[config.mk]
export PLATFORM = sky130hd
export DESIGN_NAME = onoff_fsm_bank
export DESIGN_NICKNAME = d
export VERILOG_FILES = /design/src/rtl/onoff_pkg.sv /design/src/rtl/onoff_chan.sv /design/src/rtl/onoff_fsm_bank.sv
export SDC_FILE = /design/constraint.sdc
export NUM_CORES = 1
export LEC_CHECK = 0
export ABC_CLOCK_PERIOD_IN_PS = 6100
export BUFFER_PORTS_ARGS = -buffer_cell sky130_fd_sc_hd__buf_2
export CAP_MARGIN = 20
export CORE_MARGIN = 5
export CORE_UTILIZATION = 35
export CTS_BUF_LIST = sky130_fd_sc_hd__clkbuf_16
export DETAILED_ROUTE_END_ITERATION = 16
export PLACE_DENSITY = 0.6
export SLEW_MARGIN = 10
export SYNTH_ARGS = -nofsm -noshare
export SYNTH_HDL_FRONTEND = slang
export SYNTH_SLANG_ARGS = --single-unit
[constraint.sdc]
create_clock -name clk -period 6.1 [get_ports clk]
set_input_delay 0.61 -clock clk [delete_from_list [all_inputs] [get_ports clk]]
set_output_delay 0.61 -clock clk [all_outputs]
set_load 0.05 [all_outputs]
[src/rtl/onoff_pkg.sv]
// Shared types and constants for the on/off FSM bank.
// State encoding and mode values are fixed because downstream tooling decodes them.
package onoff_pkg;

    typedef enum logic [1:0] {
        OFF      = 2'd0,
        ON_PEND  = 2'd1,
        ON       = 2'd2,
        OFF_PEND = 2'd3
    } onoff_state_e;

    localparam logic MODE_SETCLR = 1'b0;
    localparam logic MODE_TOGGLE = 1'b1;

endpackage

[src/rtl/onoff_chan.sv]
// One on/off channel: Moore FSM with programmable turn-on/turn-off delays,
// request decode for set/clear and toggle modes, and a global kill.
module onoff_chan
    import onoff_pkg::*;
#(
    parameter int DLY_W     = 8,
    parameter int ON_DELAY  = 3,
    parameter int OFF_DELAY = 2
) (
    input  logic clk,
    input  logic reset,
    input  logic mode,
    input  logic kill,
    input  logic a,
    input  logic b,
    output logic out,
    output logic busy
);

    // Counter load values: a pending state lasts DELAY cycles, so it
    // starts at DELAY-1 and leaves when it has counted down to zero.
    localparam logic [DLY_W-1:0] ON_LOAD  = (ON_DELAY  == 0) ? '0 : DLY_W'(ON_DELAY  - 1);
    localparam logic [DLY_W-1:0] OFF_LOAD = (OFF_DELAY == 0) ? '0 : DLY_W'(OFF_DELAY - 1);

    onoff_state_e     state_reg, state_next;
    logic [DLY_W-1:0] cnt_reg, cnt_next;
    logic             a_prev_reg;

    logic a_rise;
    logic start;
    logic stop;

    always_comb begin
        a_rise = a & ~a_prev_reg;
        if (mode == MODE_SETCLR) begin
            start = a;
            stop  = b;
        end else begin
            start = a_rise & ~b;
            stop  = a_rise | b;
        end
    end

    always_ff @(posedge clk or posedge reset) begin
        if (reset) begin
            state_reg  <= OFF;
            cnt_reg    <= '0;
            a_prev_reg <= 1'b0;
        end else begin
            state_reg  <= state_next;
            cnt_reg    <= cnt_next;
            a_prev_reg <= a;
        end
    end

    always_comb begin
        state_next = state_reg;
        cnt_next   = cnt_reg;
        if (kill) begin
            state_next = OFF;
            cnt_next   = '0;
        end else begin
            case (state_reg)
                OFF: begin
                    if (start) begin
                        if (ON_DELAY == 0) begin
                            state_next = ON;
                        end else begin
                            state_next = ON_PEND;
                            cnt_next   = ON_LOAD;
                        end
                    end
                end
                ON_PEND: begin
                    // A cancel on the expiry edge still wins.
                    if (stop) begin
                        state_next = OFF;
                        cnt_next   = '0;
                    end else if (cnt_reg == '0) begin
                        state_next = ON;
                    end else begin
                        cnt_next = cnt_reg - 1'b1;
                    end
                end
                ON: begin
                    if (stop) begin
                        if (OFF_DELAY == 0) begin
                            state_next = OFF;
                        end else begin
                            state_next = OFF_PEND;
                            cnt_next   = OFF_LOAD;
                        end
                    end
                end
                OFF_PEND: begin
                    if (start) begin
                        state_next = ON;
                        cnt_next   = '0;
                    end else if (cnt_reg == '0) begin
                        state_next = OFF;
                    end else begin
                        cnt_next = cnt_reg - 1'b1;
                    end
                end
                default: begin
                    state_next = OFF;
                    cnt_next   = '0;
                end
            endcase
        end
    end

    // Outputs depend on state only, so reset clears them without waiting for clk.
    assign out  = (state_reg == ON)      || (state_reg == OFF_PEND);
    assign busy = (state_reg == ON_PEND) || (state_reg == OFF_PEND);

endmodule

[src/rtl/onoff_fsm_bank.sv]
// Bank of NUM_CH independent on/off channels sharing mode and kill.
module onoff_fsm_bank
    import onoff_pkg::*;
#(
    parameter int NUM_CH    = 4,
    parameter int DLY_W     = 8,
    parameter int ON_DELAY  = 3,
    parameter int OFF_DELAY = 2
) (
    input  logic              clk,
    input  logic              reset,
    input  logic              mode,
    input  logic              kill,
    input  logic [NUM_CH-1:0] a,
    input  logic [NUM_CH-1:0] b,
    output logic [NUM_CH-1:0] out,
    output logic [NUM_CH-1:0] busy
);

    generate
        for (genvar gi = 0; gi < NUM_CH; gi++) begin : g_chan
            onoff_chan #(
                .DLY_W     (DLY_W),
                .ON_DELAY  (ON_DELAY),
                .OFF_DELAY (OFF_DELAY)
            ) u_chan (
                .clk   (clk),
                .reset (reset),
                .mode  (mode),
                .kill  (kill),
                .a     (a[gi]),
                .b     (b[gi]),
                .out   (out[gi]),
                .busy  (busy[gi])
            );
        end
    endgenerate

endmodule

## Word level (Yosys, flattened, before mapping)

Index checks and enable logic that the tools add are counted.

- Flip-flop bits (word level): 44
- Bits of input ports: 12
- Logic and storage cells: 156

- Add/sub/neg operators: 4
- Eq/ne operators: 28
- Mux-type cells: 68
- Bitwise operators: 20
- Reductions and logical operators: 24

Operators by type and width:

| operator | count |
|---|---|
| $mux W8 | 24 |
| $pmux W8 S4 | 4 |
| $mux W2 | 28 |
| $logic_not A8 Y1 | 4 |
| $ne A4 B2 Y1 const B | 8 |
| $pmux W2 S4 | 4 |
| $sub A8 B1 Y8 const B | 4 |
| $ne A3 B2 Y1 const B | 8 |
| $eq A2 B2 Y1 const B | 8 |
| $reduce_and A4 Y1 | 4 |
| $and A1 B1 Y1 | 8 |
| $eq A2 B1 Y1 const B | 4 |
| $logic_not A2 Y1 | 4 |
| $logic_or A1 B1 Y1 | 8 |
| $mux W1 | 8 |
| $not A1 Y1 | 8 |
| $reduce_and A2 Y1 | 4 |
| $or A1 B1 Y1 | 4 |

## Logic depth before layout (Yosys ltp)

Gate-level depths: netlist of run 1.

- Word-level depth: 7
- Depth in mapped cells: 8
- Gate-level depth less buffers: 7

## Hierarchy

A second synthesis of run 1 with hierarchy kept.

- Cells, all modules: 313
- Area, all modules: 3065.4 um^2

Modules (own cells, without submodules):

| module | instances | cells each | area each (um^2) | sequential area each (um^2) |
|---|---|---|---|---|
| onoff_chan at g_chan[0].u_chan ... | 3 | 77 | 765.7 | 275.3 |
| onoff_chan at g_chan[3].u_chan | 1 | 82 | 768.2 | 275.3 |

## Worst setup path before layout of run 1

Ideal clock, no wire load.

- Kind: flip-flop to flip-flop
- Start point: register g_chan[3].u_chan.cnt_reg[0]
- End point: register g_chan[3].u_chan.cnt_reg[0]
- Setup time: 0.136 ns
- Data arrival time: 1.853 ns
- Slack: 4.111 ns
- Cell stages (with the launch flop): 8
- Path buffers: 0
- Period minus slack after synthesis: 1.989 ns
- Cell sequence: dfrtp_1 inv_1 ha_1 or4b_1 or2_2 or2_2 a21oi_1 nor3_1

- Cells in the longest elaborated chain, start to end: 5

RTL lines:

| element | RTL line | source |
|---|---|---|
| start: declaration | onoff_chan.sv:26 | `logic [DLY_W-1:0] cnt_reg, cnt_next;` |
| start signal: assignment | onoff_chan.sv:51 | `cnt_reg <= cnt_next;` |
| $sub A8 B1 Y8 / $logic_not A8 Y1 (equally long branches) | - |  |
| $mux W8 * | onoff_chan.sv:79, onoff_chan.sv:99 |  |
| $mux W8, on equally long branches | onoff_chan.sv:96, onoff_chan.sv:76 |  |
| $pmux W8 S4 * | onoff_chan.sv:63 | `case (state_reg)` |
| $mux W8 * | onoff_chan.sv:59 | `if (kill) begin` |

Every way passes the cells marked *; elsewhere a longest branch is shown, timed or not.
A chain may end at the register's enable or synchronous reset.

## Final worst setup path of run 1

- Start point: input mode
- End point: register g_chan[2].u_chan.cnt_reg[3]

- Cells in the longest elaborated chain, start to end: 4

RTL lines:

| element | RTL line | source |
|---|---|---|
| start: declaration | onoff_fsm_bank.sv:12 | `input logic mode,` |
| $mux W1 | onoff_chan.sv:35 | `if (mode == MODE_SETCLR) begin` |
| $mux W8, on equally long branches | onoff_chan.sv:96, onoff_chan.sv:76 |  |
| $pmux W8 S4 | onoff_chan.sv:63 |  |
| $mux W8 | onoff_chan.sv:59 |  |
| end signal: assignment | onoff_chan.sv:51 |  |
| end: declaration | onoff_chan.sv:26 |  |

Parallel ways exist; a longest one is shown, timed or not.

==> results of run 1 <==
-- cell type report --
type	instances	area share, %
timing repair buffer	21	3.76
inverter	18	2.12
multi-input combinational	252	51.1
tap	105	4.12
clock inverter	3	0.470
sequential	44	34.5
clock buffer	5	3.92
-- path summary, 6_finish.rpt --
kind                                              from                             to  slack, ns  cells after the start
setup / recovery                                  mode    g_chan[2].u_chan.cnt_reg[3]       3.96                      6
hold / removal                                   reset    g_chan[3].u_chan.cnt_reg[2]       0.31                      2
setup reg to reg           g_chan[3].u_chan.cnt_reg[0]  g_chan[3].u_chan.state_reg[1]       3.97                      7
hold reg to reg            g_chan[3].u_chan.cnt_reg[7]    g_chan[3].u_chan.cnt_reg[7]       0.49                      1
max in group asynchronous                        reset    g_chan[1].u_chan.cnt_reg[0]       5.31                      3
min in group clk           g_chan[3].u_chan.cnt_reg[7]    g_chan[3].u_chan.cnt_reg[7]       0.49                      1
-- placed cells by master, fill, tap and decap left out, drive strengths merged, types with 3 or more instances in the layout --
cell type	count
dfrtp	44
nand2	32
nor2	24
buf	20
inv	19
o21ai	18
nor3	16
a21oi	15
a31oi	10
a21o	9
nand3	9
nand2b	8
ha	8
nor2b	6
o22ai	6
and3	6
or2	6
a22o	6
clkbuf	6
o31ai	5
o211ai	5
nor3b	4
nor4	4
o21bai	4
nand3b	3
a21boi	3
a221o	3
a211oi	3
nor4b	3
-- critical path: cells and delay by family --
| kind | cells | cell delay (ns) |
|---|---|---|
| buffers and inverters | 1 | 0.33 |
| AND/OR/NAND/NOR | 3 | 1.07 |
| AO/OA/AOI/OAI | 2 | 0.34 |
-- cells by family (layout without fill, tap and decap cells) --
group	after synthesis	after routing	synth area share, %
buf+inv	48	47	7.61
xor+xnor	3	3	0.888
mux	1	1	0.338
compound gates	105	105	25.0
fa+ha+maj	8	8	3.38
flops	44	44	37.2
simple gates	135	135	25.6
-- power groups by stage --
stage,sequential [mW],clock [mW],combinational (mW)
floorplan,0.367,0,0.315
global placement,0.388,0,0.350
detailed placement,0.387,0,0.355
CTS,0.384,0.267,0.357
global route,0.392,0.277,0.404
finish,0.385,0.257,0.357
-- per-layer routing --
layer  vias up  track usage, %
met3         9            1.71
met1      1194            17.2
met5         -               0
li1       1241               -
met4         0            4.04
met2        39            20.7
-- stage by stage --
| step | cell area, sq um | total power, mW | setup slack [ns] | cells | utilization [%] |
|---|---|---|---|---|---|
| after floorplan | 2960 | 0.681 | 4.11 | 344 | - |
| after global placement | 3030 | 0.738 | 3.70 | 438 | 36.8 |
| after detailed placement | 3030 | 0.742 | 3.59 | 438 | 36.8 |
| after CTS | 3170 | 1.01 | 3.89 | 446 | 38.5 |
| after global routing | 3190 | 1.07 | 3.81 | 448 | 38.8 |
| final | 3190 | 1.00 | 3.96 | 448 | 38.8 |
==> flow_summary.ini, run 1 <==
[synth]
synth_top_area_cell = dfrtp_1
synthArstFlopShare_pct = 100
syn_inst = 344
synthTopCellsByCount = dfrtp_1, nand2_1, nor2_1
netlist_top_cells_area = dfrtp_1, nand2_1, ha_1
ys.warnings.count = 0
synth.avg_cell_area_sq_um = 8.60
synth_top_area_share_pct = 37.2
yosysSeqAreaShare_pct = 37.2
ys_types = 62
synth-edff-count = 0
synth_ff_type = dfrtp_1
ys_ff_latch = 44
synthMostInstantiatedCell = dfrtp_1
syn_area_sq_um = 2960
syn_nets = 364

[sta]
slew_headroom_pct = 53.2
rsz0062_at_grt = false
finalSetupViolCount = 0
timing.fmax_ghz = 0.467
fin_setup_tns_ns = 0
hold_violations = 0
fin_crit_sh_pct = 35.1
finalHoldWorstSlack_ns = 0.315
maxSlewViolCount = 0
period_minus_slack_ns = 2.14
clock_skew_ns = 0.00324
worstMarginPinSlew_ns = 0.699

[place]
dp.final_hpwl_mm = 4.36
place_congestion = 0.776
io_buffers = 19

[layout]
seq_area_sq_um = 1100
multi_input_area_sq_um = 1630
fill_cells = 828
antennaDiodeCount = 0
largest_reg_flops = 32
syn2layout_area_growth_pct = 7.91
finalNetCount = 362
final_layout_size_suffix_gt1_share_pct = 13.1

[grt]
overflow = 0
grt_start_max_net_pins = 45
grt_pass1_wl_mm = 10.7
antenna_found_initial = 0
track_usage_pct = 12.6
grt_pass1_vias = 2306

[route]
dr_wl_met2_mm = 2.86
routed_wl_mm = 6.16
postRouteAntennaNets = 0
vias = 2483
via_per_inst = 5.54
highest_layer = met4
drt-wirelength-per-cell_um = 13.8
drt_iter0_markers = 151
wl_met1_mm = 3.04
wl_met3_um = 185
drc = 0
drt_pre_antenna_iters = 4

[clock_tree]
ctsHoldBuffers = 0
cts_setup_buffers = 0
clockBufferDepth = 2
clk_pin_slew_ns = 0.06
cts_resized = 0
root_buffer = clkbuf_16
htree_levels = 2
cts.sinks = 44
clock_latency_ns = 0.28
cts_tree = done
cts_made_buffers = 5

[die]
die_h_um = 102
coreArea_sq_um = 8220
die_w_um = 102
rows = 33
ioPinCount = 20
start_util_pct = 36.0
die-area_sq_um = 10400

[worst_setup_path]
start_kind = input pin
cp_slowest_cell = nor3_2
worst_path_largest_cell_delay_ns = 0.61
worstPathArrival_ns = 2.34
cp-end-kind = flop
path_cells = buf_2 -> nand3b_1 -> o2111ai_2 -> nor3_2 -> or2b_1 -> a31oi_1
critPathKind = input pin to flop
required_ns = 6.30
crit_fanout = 26

[worst_hold_path]
hp-class = input pin to asynchronous set/reset pin

[run_status]
status = completed

[power]
clock_power_share_pct = 25.8
ir_drop_v = 0.000138
p_switching_uw = 374
power_frac_seq_pct = 38.5
p_leak_nw = 1.46
swShare_pct = 37.4
power.density_nw_per_um2 = 313
comb_power_share_pct = 35.8
intPower_uw = 626

[flow_run]
cap_viol_max_count = 0
No activity file was read; power rests on OpenSTA's default activity.
==> run 2, diff against run 1 <==
Settings changed: ABC_CLOCK_PERIOD_IN_PS 6100 to 1800, PLACE_DENSITY 0.6 to 0.62.
Clock period 6.1 ns to 1.8 ns, I/O delays scaled along.
==> flow_summary.ini, run 2 (synthesis results as in run 1) <==
[run_status]
status = complete, but fails checks
violations = setup timing

[layout]
final_cell_mix = buf_4, dfrtp_1, nand2_1
largest_reg_flops = 32
fill_cells = 795
antennaDiodeCount = 0
finalNetCount = 405
layout_commonest_cell = buf_4
syn2layout_area_growth_pct = 22.0
postLayoutCoreUtil_pct = 43.9
final_layout_size_suffix_gt1_share_pct = 27.5

[worst_setup_path]
cp-end-kind = flop
critPathKind = flop to flop
crit_fanout = 4
worstPathArrival_ns = 2.05
reg2reg_to = g_chan[2].u_chan.cnt_reg[1]
required_ns = 1.98
crit_start = g_chan[2].u_chan.cnt_reg[6]
crit_end = g_chan[2].u_chan.cnt_reg[1]
reg2reg_depth = 5
r2r_start = g_chan[2].u_chan.cnt_reg[6]
start_kind = flop
reg2reg_slack_ns = -0.08

[power]
power.density_nw_per_um2 = 1060
ir_drop_v = 0.000418
p_leak_nw = 1.71

[clock_tree]
htree_levels = 2
cts_tree = done
clockBufferDepth = 2
cts.sinks = 44
root_buffer = clkbuf_16
clock_latency_ns = 0.29
cts_made_buffers = 5
ctsHoldBuffers = 0
clk_pin_slew_ns = 0.06

[sta]
rsz0062_at_grt = true
fin_crit_sh_pct = 104
finalSetupViolCount = 7
timing.fmax_ghz = 0.533
maxSlewViolCount = 0
clock_skew_ns = 0.00273
setup_ws_ns = -0.0777
hold_violations = 0
period_minus_slack_ns = 1.88
finalHoldWorstSlack_ns = 0.0270
slew_headroom_pct = 61.8
worstMarginPinSlew_ns = 0.573

[grt]
overflow = 0
top_usage_layer = met2
grt_start_max_net_pins = 45
met2_usage_pct = 23.9
antenna_found_initial = 0
grt_pass1_wl_mm = 11.8
grt_util_met1_pct = 18.1
track_usage_pct = 14.0
grt_pass1_vias = 2584
grtUsageMet3_pct = 2.32

[route]
drt-wirelength-per-cell_um = 14.0
drt_pre_antenna_iters = 4
routed_wl_mm = 6.89
postRouteAntennaNets = 0
via_per_inst = 5.42
drt_iter0_markers = 86
drc = 0
vias = 2660

[place]
io_buffers = 19
place_congestion = 0.806
dp.final_hpwl_mm = 4.85

[die]
ioPinCount = 20
start_util_pct = 36.0
rows = 33
die_w_um = 102
coreArea_sq_um = 8220
die_h_um = 102
die-area_sq_um = 10400

[worst_hold_path]
hp-class = input pin to asynchronous set/reset pin

[flow_run]
cap_viol_max_count = 0
run 2: changes by cell type in the layout (fill, tap and decap cells not counted), sizes merged:
cell,previous run,this run
buf,20,64
clkbuf,6,5
run 2: worst min path at each step:
stage,start,endpoint,slack [ns],depth (start not counted)
3_3_place_gp,reset,g_chan[0].u_chan.cnt_reg[5],0.36,3
6_report,reset,g_chan[0].u_chan.cnt_reg[5],0.03,3
4_1_cts,reset,g_chan[0].u_chan.cnt_reg[5],0.05,3
5_1_grt,a[0],g_chan[0].u_chan.a_prev_reg,0.07,1
3_5_place_dp,reset,g_chan[0].u_chan.cnt_reg[3],0.37,3
2_1_floorplan,a[0],g_chan[0].u_chan.a_prev_reg,0.21,0
run 2: per-stage QoR:
| stage | setup slack, ns | instances | TNS, ns | area [sq um] | power [mW] |
|---|---|---|---|---|---|
| 2_1_floorplan | -0.0450 | 344 | -0.0942 | 2990 | 2.37 |
| 3_3_place_gp | 0.00117 | 473 | 0 | 3320 | 2.76 |
| 3_5_place_dp | -0.0650 | 473 | -0.226 | 3320 | 2.79 |
| 4_1_cts | -0.0738 | 485 | -0.331 | 3500 | 3.75 |
| 5_1_grt | -0.153 | 491 | -1.19 | 3610 | 4.09 |
| 6_report | -0.0777 | 491 | -0.210 | 3610 | 3.82 |
run 2: timing repair:
item / 4_1_cts / 5_1_grt
setup buffers: 4 / 6
pin swaps: 2 / 7
endpoints found under the setup margin: 14 / 28
resized for setup: 1 / 17
run 2: layer usage:
metal	routed length, um	share of wire [%]
met1	3230	47
met2	3320	48
met3	237	3.4
met4	106	1.5
met5	0	0
run 2: worst max-delay path, stage by stage (launching register included):
cell     delay, ns
dfrtp_1       0.38
or4_4         0.56
nor4b_4       0.31
buf_4         0.20
a21oi_2       0.06
o32ai_1       0.26
run 2: power breakdown:
part / internal (mW) / leakage [nW] / switching (mW) / total (mW)
sequential: 1.12 / 0.591 / 0.131 / 1.25
combinational: 0.778 / 1.05 / 0.890 / 1.67
clock: 0.505 / 0.0687 / 0.397 / 0.902
run 2: area by class of cell:
| type | count | area, sq um | area share, % |
|---|---|---|---|
| inverter | 18 | 67.6 | 1.87 |
| tap | 105 | 131 | 3.64 |
| clock inverter | 3 | 15.0 | 0.416 |
| sequential | 44 | 1100 | 30.5 |
| clock buffer | 5 | 125 | 3.47 |
| multi-input combinational | 252 | 1730 | 48.1 |
| timing repair buffer | 64 | 433 | 12.0 |
